**config.mk**
```make
export PLATFORM = sky130hd
export DESIGN_NAME = apb_share_arbiter
export DESIGN_NICKNAME = d
export VERILOG_FILES = /design/src/rtl/apb_share_arbiter.sv
export SDC_FILE = /design/constraint.sdc
export NUM_CORES = 1
export LEC_CHECK = 0
export BUFFER_PORTS_ARGS = -buffer_cell sky130_fd_sc_hd__buf_2
export CELL_PAD_IN_SITES_DETAIL_PLACEMENT = 0
export CELL_PAD_IN_SITES_GLOBAL_PLACEMENT = 1
export CORE_AREA = 2 2 180 182
export CTS_BUF_LIST = sky130_fd_sc_hd__clkbuf_16
export DETAILED_ROUTE_END_ITERATION = 6
export DIE_AREA = 0 0 182 184
export PLACE_DENSITY_LB_ADDON = 0.08
export REMOVE_ABC_BUFFERS = 1
export SETUP_SLACK_MARGIN = 0.05
export SYNTH_ARGS = -nofsm -noshare
export SYNTH_HDL_FRONTEND = slang
export SYNTH_SLANG_ARGS = --single-unit
export TNS_END_PERCENT = 50
```
**constraint.sdc**
```tcl
create_clock -name clk -period 7 [get_ports clk]
set_clock_uncertainty 0.05 [all_clocks]
set_input_delay 1.05 -clock clk [delete_from_list [all_inputs] [get_ports clk]]
set_output_delay 1.05 -clock clk [all_outputs]
set_load 0.02 [all_outputs]
```
**src/rtl/apb_share_arbiter.sv**
```systemverilog
// Shares one APB completer between NM requesters: round-robin arbitration with a
// bounded ownership lock, SETUP/ACCESS replay downstream and an access-phase timeout.
module apb_share_arbiter #(
   parameter int NM      = 4,
   parameter int AWID    = 32,
   parameter int DWID    = 32,
   parameter int MAXLOCK = 2,
   parameter int TMO     = 255
) (
   input  logic                   clk,
   input  logic                   rst,
   input  logic [NM-1:0]          m_psel,
   input  logic [NM-1:0]          m_penable,
   input  logic [NM-1:0]          m_pwrite,
   input  logic [NM*AWID-1:0]     m_paddr,
   input  logic [NM*DWID-1:0]     m_pwdata,
   input  logic [NM*DWID/8-1:0]   m_pstrb,
   output logic [NM-1:0]          m_pready,
   output logic [DWID-1:0]        m_prdata,
   output logic [NM*2-1:0]        m_presp,
   output logic                   psel,
   output logic                   penable,
   output logic                   pwrite,
   output logic [AWID-1:0]        paddr,
   output logic [DWID-1:0]        pwdata,
   output logic [DWID/8-1:0]      pstrb,
   input  logic                   pready,
   input  logic [DWID-1:0]        prdata,
   input  logic [1:0]             presp,
   output logic [NM-1:0]          grant,
   output logic                   timeout,
   output logic [15:0]            tmo_count
);

   localparam int OW = (NM > 1) ? $clog2(NM) : 1;
   localparam int SW = DWID / 8;
   localparam int LW = (MAXLOCK > 1) ? $clog2(MAXLOCK + 1) : 1;
   localparam logic [15:0] TMO_LAST = 16'(TMO - 1);

   typedef enum logic [1:0] {
      IDLE   = 2'd0,
      SETUP  = 2'd1,
      ACCESS = 2'd2
   } state_t;

   state_t        state_q, state_d;
   logic [OW-1:0] owner_q, owner_d;
   logic          lock_q, lock_d;
   logic [LW-1:0] lockcnt_q, lockcnt_d;
   logic [15:0]   tmocnt_q, tmocnt_d;
   logic [15:0]   tmo_count_q, tmo_count_d;

   logic [NM-1:0] req_s;
   logic [OW-1:0] pick_s;
   logic          found_s;
   logic          done_s;
   logic          tmo_s;
   logic          cpl_s;

   function automatic logic [OW-1:0] rr_idx(input logic [OW-1:0] base, input int k);
      return OW'((int'(base) + k) % NM);
   endfunction

   assign req_s  = m_psel & m_penable;
   // pready wins over a timeout landing on the same cycle
   assign done_s = (state_q == ACCESS) && pready;
   assign tmo_s  = (state_q == ACCESS) && !pready && (tmocnt_q == TMO_LAST);
   assign cpl_s  = done_s | tmo_s;

   // Descending scan so the requester nearest after the owner is the last one written
   always_comb begin
      pick_s  = '0;
      found_s = 1'b0;
      for (int k = NM; k >= 1; k--) begin
         pick_s  = req_s[rr_idx(owner_q, k)] ? rr_idx(owner_q, k) : pick_s;
         found_s = found_s | req_s[rr_idx(owner_q, k)];
      end
   end

   always_comb begin
      state_d     = state_q;
      owner_d     = owner_q;
      lock_d      = lock_q;
      lockcnt_d   = lockcnt_q;
      tmocnt_d    = tmocnt_q;
      tmo_count_d = tmo_count_q;
      case (state_q)
         IDLE: begin
            tmocnt_d = '0;
            if (lock_q && m_psel[owner_q]) begin
               if (req_s[owner_q]) begin
                  state_d = SETUP;
               end else begin
                  state_d = IDLE;
               end
            end else begin
               // a held lock whose owner has let go is dropped and arbitration runs now
               lock_d    = 1'b0;
               lockcnt_d = '0;
               if (found_s) begin
                  owner_d = pick_s;
                  state_d = SETUP;
               end else begin
                  state_d = IDLE;
               end
            end
         end
         SETUP: begin
            tmocnt_d = '0;
            state_d  = ACCESS;
         end
         ACCESS: begin
            if (cpl_s) begin
               state_d  = IDLE;
               tmocnt_d = '0;
               if (int'(lockcnt_q) + 1 < MAXLOCK) begin
                  lock_d    = 1'b1;
                  lockcnt_d = lockcnt_q + LW'(1);
               end else begin
                  lock_d    = 1'b0;
                  lockcnt_d = '0;
               end
            end else begin
               state_d  = ACCESS;
               tmocnt_d = tmocnt_q + 16'd1;
            end
            if (tmo_s && (tmo_count_q != 16'hFFFF)) begin
               tmo_count_d = tmo_count_q + 16'd1;
            end else begin
               tmo_count_d = tmo_count_q;
            end
         end
         default: begin
            state_d = IDLE;
         end
      endcase
   end

   always_ff @(posedge clk) begin
      if (rst) begin
         state_q     <= IDLE;
         owner_q     <= '0;
         lock_q      <= 1'b0;
         lockcnt_q   <= '0;
         tmocnt_q    <= '0;
         tmo_count_q <= '0;
      end else begin
         state_q     <= state_d;
         owner_q     <= owner_d;
         lock_q      <= lock_d;
         lockcnt_q   <= lockcnt_d;
         tmocnt_q    <= tmocnt_d;
         tmo_count_q <= tmo_count_d;
      end
   end

   always_comb begin
      m_pready = '0;
      m_presp  = '0;
      grant    = '0;
      m_pready[owner_q]        = cpl_s;
      m_presp[2*owner_q +: 2]  = done_s ? presp : (tmo_s ? 2'b10 : 2'b00);
      grant[owner_q]           = (state_q != IDLE) || lock_q;
   end

   assign psel      = (state_q != IDLE);
   assign penable   = (state_q == ACCESS);
   assign pwrite    = m_pwrite[owner_q];
   assign paddr     = m_paddr[owner_q*AWID +: AWID];
   assign pwdata    = m_pwdata[owner_q*DWID +: DWID];
   assign pstrb     = pwrite ? m_pstrb[owner_q*SW +: SW] : '0;
   assign m_prdata  = prdata;
   assign timeout   = tmo_s;
   assign tmo_count = tmo_count_q;

endmodule

```
==> impl_metrics.yaml, run 1 <==
worst_setup_path:
  reg2reg_depth: 6
  cp-end-kind: "primary output"
  r2r_start: "owner_q[0]"
  crit_start: "owner_q[0]"
  worstSetupPathType: "register to primary output"
  max_stage_delay_ns: 0.97
  critical_path_required_ns: 5.90
  reg2reg_slack_ns: 3.77
  r2r-end: "owner_q[0]"
  cp-start-kind: "register"
  crit_chain: "buf_4, mux4_2, buf_2"
  arrival_ns: 2.90
  crit_path_top_delay_cell: "dfxtp_4"
  crit_fanout: 50
  crit_end: "pwdata[23]"
clocking:
  clock-sinks: 39
  htreeDepth: 2
  cts_setup_buffers: 0
  path_clk_slew_ns: 0.06
  cts_tree: "built"
  cts_buffers: 5
  clock_insertion_delay_worst_skew_ns: 0.30
  ctsResizeCount: 0
  hold_buffers: 0
  cts_buffer_depth: 2
  root_buffer: "clkbuf_16"
sta:
  setup_violations: 0
  hold_violations: 0
  slew_viol_final: 0
  worstMarginPinSlew_ns: 1.03
  clock.fmax_mhz: 250
  max-slew-margin-rel_pct: 31.3
  rsz0062_at_grt: "no"
  fin_setup_tns_ns: 0
  period_minus_slack_ns: 4.00
  period_share_pct: 57.2
pwr:
  power_switching_mw: 0.685
  worst_ir_drop_vdd_v: 0.0000718
  swShare_pct: 47.4
  power_frac_comb_pct: 63.3
  cellLeakagePower_nw: 2.82
  intPower_mw: 0.758
  clockPowerShare_pct: 16.1
  p_per_area_nw_per_um2: 218
  power_frac_seq_pct: 20.6
floorplanning:
  die_h_um: 184
  coreArea_um2: 31400
  io_pins: 457
  placementRows: 65
  die_area_um2: 33500
  start_util_pct: 13.7
  die_w_um: 182
routing:
  vias: 5371
  wirelength_um: 36600
  drt_iter0_drc: 428
  wl_per_cell_um: 30.8
  viasPerCell: 4.51
  postRouteAntennaNets: 0
  firstDrtPassIters: 5
  drc_errors: 0
cells_and_area:
  areaGrowthSynthToFinish_pct: 53.5
  fin_cells: 1190
  finalNetCount: 1107
  mostFrequentLayoutCell: "buf_2"
  mostFrequentLayoutCells: "392 x buf_2, 71 x mux4_2, 37 x dfxtp_1, 26 x a21oi_1"
  drive_above_1_share_pct: 62.5
logic_synthesis:
  syn_area_um2: 4310
  synthFlopType: "dfxtp_1"
  synth-edff-count: 0
  yosysUniqueCellTypes: 49
  syn_avg_cell_area_um2: 9.92
  yosysWarnings: 0
  ys_ff_latch: 39
  synth.top_cell.area_share_pct: 37.1
  post_synth_main_area_contributors: "mux4_2 37%, dfxtp_1 18%, buf_4 5.6%, ha_1 3.5%, a21oi_1 3.0%"
  synth_top_area_cell: "mux4_2"
  synthCells: 434
  yosysSeqAreaShare_pct: 18.1
  async_flop_share_pct: 0
job:
  maxCapViolations: 0
min_path:
  hp-class: "register to register"
placed_design:
  dp_cells: 1169
  dp_hpwl_um: 32900
  io_buffers: 392
  place_congestion: 0.983
global_route:
  grt_pass1_vias: 5754
  grt_overflow_total: 0
  antenna_found_initial: 33
  globalRouteTotalUtil_pct: 21.4
  grt_pass1_wl_um: 48700
  grt_max_degree: 55
outcome:
  status: "finished clean"
[critical path, delay by kind of cell (launching register included)]
family | cells | cell delay, ns
flip-flops | 1 | 0.97
buffers and inverters | 2 | 0.91
multiplexers | 1 | 0.66
[worst min path at each step]
stage                      start            to  cells after the start
finish              lockcnt_q[0]  lockcnt_q[0]                      2
global route        lockcnt_q[0]  lockcnt_q[0]                      2
CTS                 tmocnt_q[15]  tmocnt_q[15]                      2
detailed placement  tmocnt_q[15]  tmocnt_q[15]                      2
global placement    lockcnt_q[0]  lockcnt_q[0]                      2
floorplan           lockcnt_q[0]  lockcnt_q[0]                      2
[layer usage]
metal  wire [um]  share of wire (%)  track usage, %  vias up
li1            -                  -               -     2358
met5          82               0.22               0        -
met1       12300                 34            21.7     2549
met3        4320                 12            8.64       77
met4        1970                5.4            7.58       12
met2       17900                 49            39.8      375
[sequential cells by signal (all words and copies together) (netlist names)]
register,flops
tmo_count,16
tmocnt_q,16
lockcnt_q,2
owner_q,2
state_q,2
lock_q,1
[kinds of logic (layout without fill, tap and decap cells)]
family          count (synthesis)  in the layout  synth area share, %
flops                          39             39                 18.1
compound gates                 68             68                 9.30
fa+ha+maj                      12             12                 3.49
buf+inv                        76            417                 9.62
simple gates                  161            161                 20.7
mux                            76             76                 38.3
xor+xnor                        2              2                0.407
other cells                     0             13                    0
[power groups by stage]
stage	Clock, mW	Combinational (mW)	Sequential (mW)
final	0.232	0.913	0.298
after global routing	0.251	0.972	0.307
after CTS	0.244	0.926	0.301
after detailed placement	0	0.924	0.306
after global placement	0	0.923	0.305
after floorplan	0	0.530	0.322
[cell usage after synthesis, types with 2 or more instances]
master    count
nand2_1      24
nor2_1       24
a21o_1        2
buf_1         5
mux4_2       71
o31ai_1       3
nand3_1      22
nor3_1       13
buf_4        32
a31oi_1       3
dfxtp_1      39
nand4b_1      2
or3_1        13
clkbuf_1     22
or4b_1        2
or4_1         2
and2_1       10
inv_1        15
nand4_1      10
and3_1        2
a21oi_1      26
nor4_1        4
o21ai_0      21
nand3b_1      5
and4_1        2
xnor2_1       2
mux2i_1       4
or2_2         4
o211a_1       2
nand2b_1      7
ha_1         12
o211ai_1      3
nor2b_1       9
or3b_2        2
[area by class of cell]
| type | instances | area (um2) |
|---|---|---|
| clock buffers | 5 | 125 |
| fillers | 3545 | 24800 |
| diodes | 13 | 32.5 |
| clock inverters | 3 | 15.0 |
| flip-flops and latches | 39 | 788 |
| inverters | 15 | 56.3 |
| repair buffers | 394 | 1980 |
| well taps | 402 | 503 |
| multi-input cells | 319 | 3110 |
[metrics by stage]
step | total power, mW | setup slack (ns) | hold WS (ns) | cell area (um2) | util [%]
after floorplan | 0.852 | 0.967 | 0.407 | 3950 | -
after global placement | 1.23 | 3.23 | 0.423 | 6430 | 20.5
after detailed placement | 1.23 | 3.21 | 0.453 | 6430 | 20.5
after CTS | 1.47 | 2.89 | 0.462 | 6580 | 20.9
after global routing | 1.53 | 2.75 | 0.487 | 6590 | 21.0
final | 1.44 | 3.00 | 0.461 | 6610 | 21.0
Note: power is estimated with default switching activity, not from simulation.
==> run 2, diff against run 1 <==
--- a/config.mk
+++ b/config.mk
@@ -8,10 +8,10 @@
 export BUFFER_PORTS_ARGS = -buffer_cell sky130_fd_sc_hd__buf_2
 export CELL_PAD_IN_SITES_DETAIL_PLACEMENT = 0
 export CELL_PAD_IN_SITES_GLOBAL_PLACEMENT = 1
-export CORE_AREA = 2 2 180 182
+export CORE_AREA = 2 2 178 180
 export CTS_BUF_LIST = sky130_fd_sc_hd__clkbuf_16
 export DETAILED_ROUTE_END_ITERATION = 6
-export DIE_AREA = 0 0 182 184
+export DIE_AREA = 0 0 180 182
 export PLACE_DENSITY_LB_ADDON = 0.08
 export REMOVE_ABC_BUFFERS = 1
 export SETUP_SLACK_MARGIN = 0.05
==> constraint.sdc (replaced) <==
create_clock -name clk -period 4.1 [get_ports clk]
set_clock_uncertainty 0.05 [all_clocks]
set_input_delay 0.615 -clock clk [delete_from_list [all_inputs] [get_ports clk]]
set_output_delay 0.615 -clock clk [all_outputs]
set_load 0.02 [all_outputs]
==> impl_metrics.yaml, run 2 (same netlist as run 1, synthesis figures left out) <==
outcome:
  status: "finished clean"
clocking:
  path_clk_slew_ns: 0.06
  root_buffer: "clkbuf_16"
  clock_insertion_delay_worst_skew_ns: 0.29
  cts_buffer_depth: 2
  hold_buffers: 0
  clock-sinks: 39
  cts_tree: "built"
  htreeDepth: 2
  cts_setup_buffers: 0
  ctsResizeCount: 0
  cts_buffers: 5
sta:
  period_minus_slack_ns: 3.13
  worstMarginPinSlew_ns: 0.945
  max-slew-margin-rel_pct: 36.8
  fin_setup_tns_ns: 0
  hold_violations: 0
  rsz0062_at_grt: "no"
  period_share_pct: 76.3
  clock.fmax_mhz: 320
  slew_viol_final: 0
  setup_violations: 0
worst_setup_path:
  crit_path_top_delay_cell: "dfxtp_4"
  max_stage_delay_ns: 0.74
  reg2reg_slack_ns: 1.25
  critical_path_required_ns: 3.43
  r2r-end: "tmo_count[9]"
  reg2reg_depth: 6
  cp-start-kind: "register"
  crit_chain: "buf_4, mux4_2, and2_1, buf_2"
  worstSetupPathType: "register to primary output"
  arrival_ns: 2.46
  r2r_start: "tmocnt_q[1]"
  critPathTopFamily: "buffers and inverters"
  cp-end-kind: "primary output"
  path_buf_inv: 2
  crit_fanout: 43
routing:
  vias: 5253
  wl_per_cell_um: 28.9
  viasPerCell: 4.45
  wirelength_um: 34100
  postRouteAntennaNets: 0
  drc_errors: 0
  drt_iter0_drc: 290
  firstDrtPassIters: 5
cells_and_area:
  multi_input_area_um2: 3110
  areaGrowthSynthToFinish_pct: 54.3
  seqCellArea_um2: 788
  finalNetCount: 1107
  mostFrequentLayoutCells: "392 x buf_2, 71 x mux4_2, 37 x dfxtp_1, 26 x a21oi_1"
  n_fill_cell: 3480
  fin_util_pct: 21.4
  mostFrequentLayoutCell: "buf_2"
  drive_above_1_share_pct: 62.5
floorplanning:
  die_w_um: 180
  io_pins: 457
  die_area_um2: 32800
  start_util_pct: 13.9
  die_h_um: 182
  placementRows: 65
  coreArea_um2: 31000
job:
  maxCapViolations: 0
global_route:
  use_met2_pct: 36.0
  globalRouteTotalUtil_pct: 20.4
  met1_usage_pct: 22.6
  use_met3_pct: 8.56
  grt_overflow_total: 0
  grt_max_degree: 79
  antenna_found_initial: 18
  grt_pass1_wl_um: 46400
  grt_pass1_vias: 5556
  grt_busiest_layer: "met2"
min_path:
  worst_hold_path.num_cells: 2
  min-delay-start: "lockcnt_q[0]"
  whs_endpoint: "lockcnt_q[0]"
  hp-class: "register to register"
pwr:
  p_per_area_nw_per_um2: 395
  cellLeakagePower_nw: 2.84
  worst_ir_drop_vdd_v: 0.000197
placed_design:
  place_congestion: 0.915
  io_buffers: 392
  dp_hpwl_um: 30900
==> run 2: cell count changes in the layout (fill, tap and decap cells not counted) <==
| cell | change |
|---|---|
| buf_12 | +1 |
| clkbuf_16 | +1 |
| bufinv_16 | +1 |
| inv_4 | +1 |
| diode_2 | -9 |
| clkinv_2 | -3 |
| buf_4 | -1 |
==> run 2: stage by stage <==
stage	power, mW	hold slack (ns)	std cells	setup WS (ns)	area, um2
6_report	2.62	0.451	1181	0.973	6640
5_1_grt	2.78	0.468	1178	0.866	6640
4_1_cts	2.67	0.451	1177	0.943	6630
3_5_place_dp	2.15	0.439	1169	1.16	6450
3_3_place_gp	2.15	0.426	1169	1.16	6450
2_1_floorplan	1.45	0.407	373	-1.50	3950
==> run 2: area by class of cell <==
type	instances	share of cell area [%]
inverters	15	0.847
multi-input cells	319	46.8
diodes	4	0.151
clock buffers	6	2.26
clock inverters	2	0.546
flip-flops and latches	39	11.9
well taps	402	7.57
repair buffers	394	29.9
==> run 2: how the worst max path moves through the flow <==
stage	from	endpoint	slack, ns	cells past startpoint
after floorplan	owner_q[0]	m_presp[6]	-1.50	5
after global placement	pready	tmocnt_q[11]	1.16	6
after detailed placement	pready	tmocnt_q[11]	1.16	6
after CTS	owner_q[1]	pwdata[1]	0.94	3
after global routing	tmocnt_q[1]	m_presp[3]	0.87	7
final	owner_q[1]	pstrb[2]	0.97	4
==> run 2: layer usage <==
metal | vias up | routed length, um | part of all wire [%]
met5 | - | 81 | 0.24
met3 | 37 | 3530 | 10
met2 | 355 | 16600 | 49
li1 | 2344 | - | -
met4 | 12 | 916 | 2.7
met1 | 2505 | 13000 | 38
==> run 2: where the power goes <==
part           switching (mW)  internal, mW  total, mW
Sequential             0.0681         0.394      0.463
Combinational           0.975         0.684       1.66
Clock                   0.176         0.325      0.501
==> run 2: worst register-to-register path: stages, from the launching register on <==
cell	delay [ns]
dfxtp_1	0.42
ha_1	0.22
or4b_1	0.44
or4_4	0.56
a2111o_1	0.50
or4_1	0.46
a21oi_1	0.15
==> run 3, diff against run 2 <==
==> constraint.sdc (replaced) <==
create_clock -name clk -period 3.2 [get_ports clk]
set_clock_uncertainty 0.05 [all_clocks]
set_input_delay 0.48 -clock clk [delete_from_list [all_inputs] [get_ports clk]]
set_output_delay 0.48 -clock clk [all_outputs]
set_load 0.02 [all_outputs]
==> impl_metrics.yaml, run 3 (same netlist as run 1, synthesis figures left out) <==
worst_setup_path:
  reg2reg_depth: 6
  arrival_ns: 2.29
  cp-start-kind: "register"
  reg2reg_slack_ns: 0.39
  crit_fanout: 6
  worstSetupPathType: "register to primary output"
  cp-end-kind: "primary output"
  r2r_start: "tmocnt_q[1]"
  critical_path_required_ns: 2.67
  r2r-end: "tmo_count[9]"
min_path:
  hp-class: "register to register"
  whs_endpoint: "lockcnt_q[0]"
  worst_hold_path.num_cells: 2
  min-delay-start: "lockcnt_q[0]"
sta:
  max-slew-margin-rel_pct: 48.5
  period_minus_slack_ns: 2.82
  worstMarginPinSlew_ns: 0.769
  fin_setup_tns_ns: 0
  clock.fmax_mhz: 355
  hold_ws_ns: 0.449
  slew_viol_final: 0
  rsz0062_at_grt: "no"
  hold_violations: 0
  setup_violations: 0
  period_share_pct: 88.1
global_route:
  grt_overflow_total: 0
  globalRouteTotalUtil_pct: 20.5
  grt_max_degree: 82
  grt_pass1_vias: 5599
  antenna_found_initial: 10
  grt_pass1_wl_um: 46700
pwr:
  worst_ir_drop_vdd_v: 0.000197
  fin_total_pwr_mw: 3.25
  p_per_area_nw_per_um2: 486
  cellLeakagePower_nw: 2.88
clocking:
  htreeDepth: 2
  path_clk_slew_ns: 0.06
  cts_buffers: 5
  root_buffer: "clkbuf_16"
  clock-sinks: 39
  cts_setup_buffers: 0
  cts_buffer_depth: 2
  cts_tree: "built"
  clock_insertion_delay_worst_skew_ns: 0.29
cells_and_area:
  fin_cells: 1188
  finalNetCount: 1116
  mostFrequentLayoutCell: "buf_2"
  areaGrowthSynthToFinish_pct: 55.4
  mostFrequentLayoutCells: "392 x buf_2, 71 x mux4_2, 37 x dfxtp_1, 26 x a21oi_1"
  drive_above_1_share_pct: 63.0
outcome:
  status: "finished clean"
placed_design:
  dp_hpwl_um: 30900
  place_congestion: 0.914
  io_buffers: 392
  dp_cells: 1178
routing:
  wl_per_cell_um: 28.8
  firstDrtPassIters: 4
  wirelength_um: 34200
  drt_iter0_drc: 267
  viasPerCell: 4.47
  vias: 5308
  drc_errors: 0
  postRouteAntennaNets: 0
floorplanning:
  coreArea_um2: 31000
  io_pins: 457
  die_w_um: 180
  die_area_um2: 32800
  die_h_um: 182
  placementRows: 65
  start_util_pct: 13.9
job:
  maxCapViolations: 0
-- run 3: where the power goes --
group	switching, mW	internal, mW	leakage (nW)	total, mW
Sequential	0.0479	0.505	0.316	0.553
Clock	0.220	0.285	0.0734	0.506
Combinational	1.29	0.904	2.49	2.20
Total	1.56	1.69	2.88	3.25
-- run 3: how the worst max path moves through the flow --
stage / start / to / slack (ns) / depth (start not counted)
final: tmocnt_q[1] / timeout / 0.38 / 5
after global routing: tmocnt_q[1] / m_pready[0] / 0.20 / 7
after CTS: tmocnt_q[1] / m_pready[0] / 0.32 / 7
after detailed placement: tmocnt_q[1] / tmo_count[9] / 0.37 / 6
after global placement: tmocnt_q[1] / tmo_count[9] / 0.39 / 6
after floorplan: owner_q[0] / owner_q[0] / -2.36 / 6
-- run 3: cell type report --
cell class	count	area, um2
Multi-Input combinational cell	319	3120
Sequential cell	39	788
Tap cell	402	503
Fill cell	3484	24300
Clock inverter	3	15.0
Inverter	15	56.3
Timing Repair Buffer	403	2080
Clock buffer	5	125
Antenna cell	2	5.00
-- run 3: through the flow --
step | setup slack [ns] | utilization (%) | instance area [um2]
6_report | 0.382 | 21.6 | 6690
5_1_grt | 0.200 | 21.6 | 6690
4_1_cts | 0.317 | 21.6 | 6680
3_5_place_dp | 0.370 | 21.1 | 6540
3_3_place_gp | 0.388 | 21.1 | 6540
2_1_floorplan | -2.36 | - | 3950
-- run 3: routing by layer --
layer	up-vias	GRT usage (%)	routed length [um]
met1	2563	20.4	11500
met2	341	37.4	17400
met3	30	11.5	4580
li1	2364	-	-
met4	10	4.23	686
met5	-	0	64
-- run 3: repair_timing --
action / in CTS / in global routing
hold buffers: 0 / 0
resized for setup: 0 / 1
setup endpoints to repair: 0 / 6
-- run 3: worst max-delay path: stages (launching register included) --
cell and delay (ns):
dfxtp_1 0.42, ha_1 0.22, or4b_1 0.43, or4_4 0.57, nor2_1 0.17, buf_2 0.19
